<file path="src/rtl/data_mem_arbiter.sv">
// Two-port round-robin arbiter in front of a single-port data memory.
// One transaction takes three cycles: IDLE (sample), ACCESS (drive memory), RESP (return).
module data_mem_arbiter #(
  parameter int unsigned ADDR_W = 10,
  parameter int unsigned DATA_W = 32
) (
  input  logic              clk,
  input  logic              rst,
  input  logic              req0,
  input  logic              we0,
  input  logic [31:0]       addr0,
  input  logic [DATA_W-1:0] wdata0,
  output logic              gnt0,
  output logic              rvalid0,
  output logic [DATA_W-1:0] rdata0,
  output logic              err0,
  input  logic              req1,
  input  logic              we1,
  input  logic [31:0]       addr1,
  input  logic [DATA_W-1:0] wdata1,
  output logic              gnt1,
  output logic              rvalid1,
  output logic [DATA_W-1:0] rdata1,
  output logic              err1,
  output logic              mem_write_en,
  output logic [31:0]       mem_addr,
  output logic [DATA_W-1:0] mem_write_data,
  input  logic [DATA_W-1:0] mem_read_data
);

  typedef enum logic [1:0] {IDLE, ACCESS, RESP} state_t;

  state_t            state, state_nxt;
  logic              ptr;        // port favoured when both request
  logic              win;        // latched winner id
  logic              win_nxt;
  logic              lat_we;
  logic [31:0]       lat_addr;
  logic [DATA_W-1:0] lat_wdata;
  logic [DATA_W-1:0] rdata_q;
  logic              err_q;
  logic              in_range;
  logic              any_req;

  assign in_range = (lat_addr[31:ADDR_W] == '0);
  assign any_req  = req0 | req1;

  assign mem_addr       = {{(32-ADDR_W){1'b0}}, lat_addr[ADDR_W-1:0]};
  assign mem_write_data = lat_wdata;

  // State register, arbitration pointer, request latch and response capture.
  always_ff @(posedge clk or posedge rst) begin
    if (rst) begin
      state     <= IDLE;
      ptr       <= 1'b0;
      win       <= 1'b0;
      lat_we    <= 1'b0;
      lat_addr  <= '0;
      lat_wdata <= '0;
      rdata_q   <= '0;
      err_q     <= 1'b0;
    end else begin
      state <= state_nxt;
      if (state == IDLE && any_req) begin
        win       <= win_nxt;
        ptr       <= ~win_nxt;
        lat_we    <= win_nxt ? we1 : we0;
        lat_addr  <= win_nxt ? addr1 : addr0;
        lat_wdata <= win_nxt ? wdata1 : wdata0;
      end
      if (state == ACCESS) begin
        rdata_q <= (!lat_we && in_range) ? mem_read_data : '0;
        err_q   <= !in_range;
      end
    end
  end

  // Next-state, winner selection and state-decoded outputs.
  always_comb begin
    state_nxt    = state;
    win_nxt      = req1 & (~req0 | ptr);
    gnt0         = 1'b0;
    gnt1         = 1'b0;
    rvalid0      = 1'b0;
    rvalid1      = 1'b0;
    rdata0       = '0;
    rdata1       = '0;
    err0         = 1'b0;
    err1         = 1'b0;
    mem_write_en = 1'b0;
    case (state)
      IDLE: begin
        if (any_req) state_nxt = ACCESS;
      end
      ACCESS: begin
        state_nxt    = RESP;
        gnt0         = ~win;
        gnt1         = win;
        mem_write_en = lat_we & in_range;
      end
      RESP: begin
        state_nxt = IDLE;
        rvalid0   = ~win;
        rvalid1   = win;
        if (win) begin
          rdata1 = rdata_q;
          err1   = err_q;
        end else begin
          rdata0 = rdata_q;
          err0   = err_q;
        end
      end
      default: state_nxt = IDLE;
    endcase
  end

endmodule

</file>
<file path="config.mk">
export PLATFORM = sky130hd
export DESIGN_NAME = data_mem_arbiter
export DESIGN_NICKNAME = d
export VERILOG_FILES = /design/src/rtl/data_mem_arbiter.sv
export SDC_FILE = /design/constraint.sdc
export NUM_CORES = 1
export LEC_CHECK = 0
export CAP_MARGIN = 0
export CORE_MARGIN = 4
export CORE_UTILIZATION = 39
export DETAILED_ROUTE_END_ITERATION = 16
export PLACE_DENSITY = 0.9
export SLEW_MARGIN = 20
export SYNTH_ARGS = -nofsm -noshare
export SYNTH_HDL_FRONTEND = slang
export SYNTH_SLANG_ARGS = --single-unit
</file>
<file path="constraint.sdc">
create_clock -name clk -period 3.6 [get_ports clk]
set_input_delay 0.36 -clock clk [delete_from_list [all_inputs] [get_ports clk]]
set_output_delay 0.36 -clock clk [all_outputs]
set_load 0.05 [all_outputs]
</file>
==> impl_metrics.json <==
{
  "outcome": "completed",
  "drtAntennaViolNets": 0,
  "cp_max_fo": 34,
  "root_buffer": "clkbuf_16",
  "p_comb_share_pct": 52.3,
  "nets": 910,
  "tns_ns": 0,
  "grt_max_degree": 67,
  "num_rows": 43,
  "grt_antenna_before_repair": 1,
  "cts.sinks": 102,
  "final_area_um2": 8530,
  "finClkSkew_ns": 0.00583,
  "synth_seq_cells": 102,
  "hold_violations": 0,
  "fin_cells": 930,
  "power_per_cell_area_nw_per_um2": 679,
  "worstSetupPathType": "flip-flop to primary output",
  "netlist_instances": 502,
  "ir_drop_mv": 0.546,
  "drt-initial-drc-count": 278,
  "via_count": 4871,
  "end_kind": "primary output",
  "min_path_type": "flip-flop to flip-flop",
  "post-route-drc-count": 0,
  "track_usage_pct": 20.5,
  "grt-ovfl-total": 0,
  "synth_area_leader_cell": "dfrtp_1",
  "grt_setup_unrepaired": "no",
  "synthTopCellsByArea": "dfrtp_1, a221o_1, a21boi_0",
  "cp.required_ns": 3.24,
  "tightestPinTransition_ns": 0.926,
  "port_buffers": 278,
  "clock_latency_ns": 0.34,
  "fin_crit_sh_pct": 85.6,
  "post_dp_cell_area_um2": 8220,
  "seqPwrFrac_pct": 30.6,
  "syn-cell-area_um2": 5470,
  "path_clk_slew_ns": 0.07,
  "numCtsBuffers": 9,
  "crit_slowest_cell": "and3b_1",
  "grt_pass1_vias": 4987,
  "cts_hold_buf": 0,
  "intPower_w": 0.00325,
  "via_per_inst": 5.24,
  "dieArea_um2": 16000,
  "setup_viol": 0,
  "layout-drive-gt1-share_pct": 8.41,
  "routedWlPerCell_um": 18.1,
  "dpl.cell_count": 913,
  "fmax_mhz": 325,
  "cts_buffer_depth": 2,
  "routed_wl_mm": 16.9,
  "power.share.switching_pct": 43.8,
  "die_w_um": 126,
  "cp-start-kind": "flip-flop",
  "drv_cap": 0,
  "cts_tree": "built",
  "place_congestion": 0.790,
  "syn2layout_area_growth_pct": 55.8,
  "period_needed_ns": 3.08,
  "cellLeakagePower_nw": 3.68,
  "path_cells": "and3b_1 -> and2_1 -> clkdlybuf4s50_1",
  "grt_pass1_wl_mm": 26.2,
  "slew_viol_final": 0,
  "final_cell_mix": "clkdlybuf4s50_1, dfrtp_1, and2_1, a221o_1, a21boi_0",
  "synth.distinct_cells": 28,
  "power_switching_w": 0.00254,
  "cts_resized": 0,
  "ys_warn_count": 0,
  "htreeDepth": 3,
  "dieHeight_um": 126,
  "seq_area_frac_synth_pct": 46.6,
  "slowest_delay_ns": 0.86,
  "dr.pass1.iters": 4,
  "arrival_ns": 2.72,
  "dp_hpwl_mm": 12.3,
  "coreArea_um2": 13800,
  "initial_core_util_pct": 39.6,
  "io-pin-count": 301,
  "power_frac_clock_pct": 17.1,
  "final_common_cell": "clkdlybuf4s50_1",
  "slew_headroom_pct": 38.3,
  "post-cts-setup-buffers": 0,
  "syn_avg_cell_area_um2": 10.9,
  "yosys.area.top_type_share_pct": 46.6
}
## sequential cells by signal, indices dropped and copies added (netlist names)
register / flops
lat_addr: 32
mem_write_data: 32
rdata_q: 32
state: 2
err_q: 1
lat_we: 1
ptr: 1
win: 1
## cells by family (layout without fill, tap and decap cells)
group / count (synthesis) / after routing / share of synthesized area (%)
AOI/OAI and AO/OA: 167 / 167 / 30.6
buffers and inverters: 117 / 343 / 11.1
and+or+nand+nor: 115 / 115 / 11.6
DFF: 102 / 102 / 46.6
other: 1 / 23 / 0.0685
## path summary, 6_finish.rpt
| path | depth (start not counted) | to | slack (ns) | start |
|---|---|---|---|---|
| min | 2 | rdata_q[3] | 0.49 | rdata_q[3] |
| max | 3 | rdata1[18] | 0.52 | state[0] |
| max in group asynchronous | 3 | lat_addr[24] | 2.25 | rst |
| min reg2reg | 2 | rdata_q[3] | 0.49 | rdata_q[3] |
| max reg2reg | 3 | lat_addr[9] | 1.75 | state[1] |
| min in group asynchronous | 2 | mem_write_data[5] | 0.53 | rst |
## metal layers
layer,share of wire (%),global-route usage [%],up-vias
met5,0,0,-
li1,-,-,2252
met3,9.8,7.33,34
met1,40,24.1,2342
met2,47,33.8,243
met4,3.3,8.64,0
## worst max-delay path: cells and delay by family (launching register included)
| family | cells | cell delay [ns] |
|---|---|---|
| and+or+nand+nor | 2 | 1.11 |
| buffers and inverters | 1 | 0.80 |
| DFF | 1 | 0.47 |
## cells in the mapped netlist, drive strengths merged
cell	number
nand2b	1
and2	67
nor4	5
a221o	65
clkbuf	25
a21oi	1
a21o	2
conb	1
o22a	1
buf	55
nand4	1
nand2	33
a21boi	64
dfrtp	102
nor2	3
o211a	1
nand3	1
or2	1
inv	37
a2111oi	1
nor3	1
o41ai	32
nor3b	1
and3b	1
## cell type report
| type | count | area [µm²] |
|---|---|---|
| clock inverters | 3 | 42.5 |
| clock buffers | 13 | 260 |
| diodes | 1 | 2.50 |
| repair buffers | 290 | 2880 |
| flip-flops and latches | 102 | 2550 |
| inverters | 37 | 141 |
| multi-input cells | 304 | 2420 |
| fillers | 1103 | 5300 |
| well taps | 180 | 225 |
## power by group through the flow
stage                     Sequential [W]  Combinational, W  Clock, W
after floorplan                  0.00231           0.00160         0
after global placement           0.00177           0.00302         0
after detailed placement         0.00177           0.00306         0
after CTS                        0.00177           0.00306   0.00102
after global routing             0.00182           0.00321   0.00107
final                            0.00177           0.00303  0.000992
## stage by stage
| stage | utilization (%) | total power, W | worst slack, ns | hold slack, ns |
|---|---|---|---|---|
| 2_1_floorplan | - | 0.00391 | 0.565 | 0.449 |
| 3_3_place_gp | 59.5 | 0.00478 | 0.987 | 0.470 |
| 3_5_place_dp | 59.5 | 0.00483 | 0.834 | 0.481 |
| 4_1_cts | 61.6 | 0.00585 | 0.459 | 0.496 |
| 5_1_grt | 61.7 | 0.00609 | 0.342 | 0.521 |
| 6_report | 61.7 | 0.00579 | 0.519 | 0.492 |
Note: power is estimated with default switching activity, not from simulation.
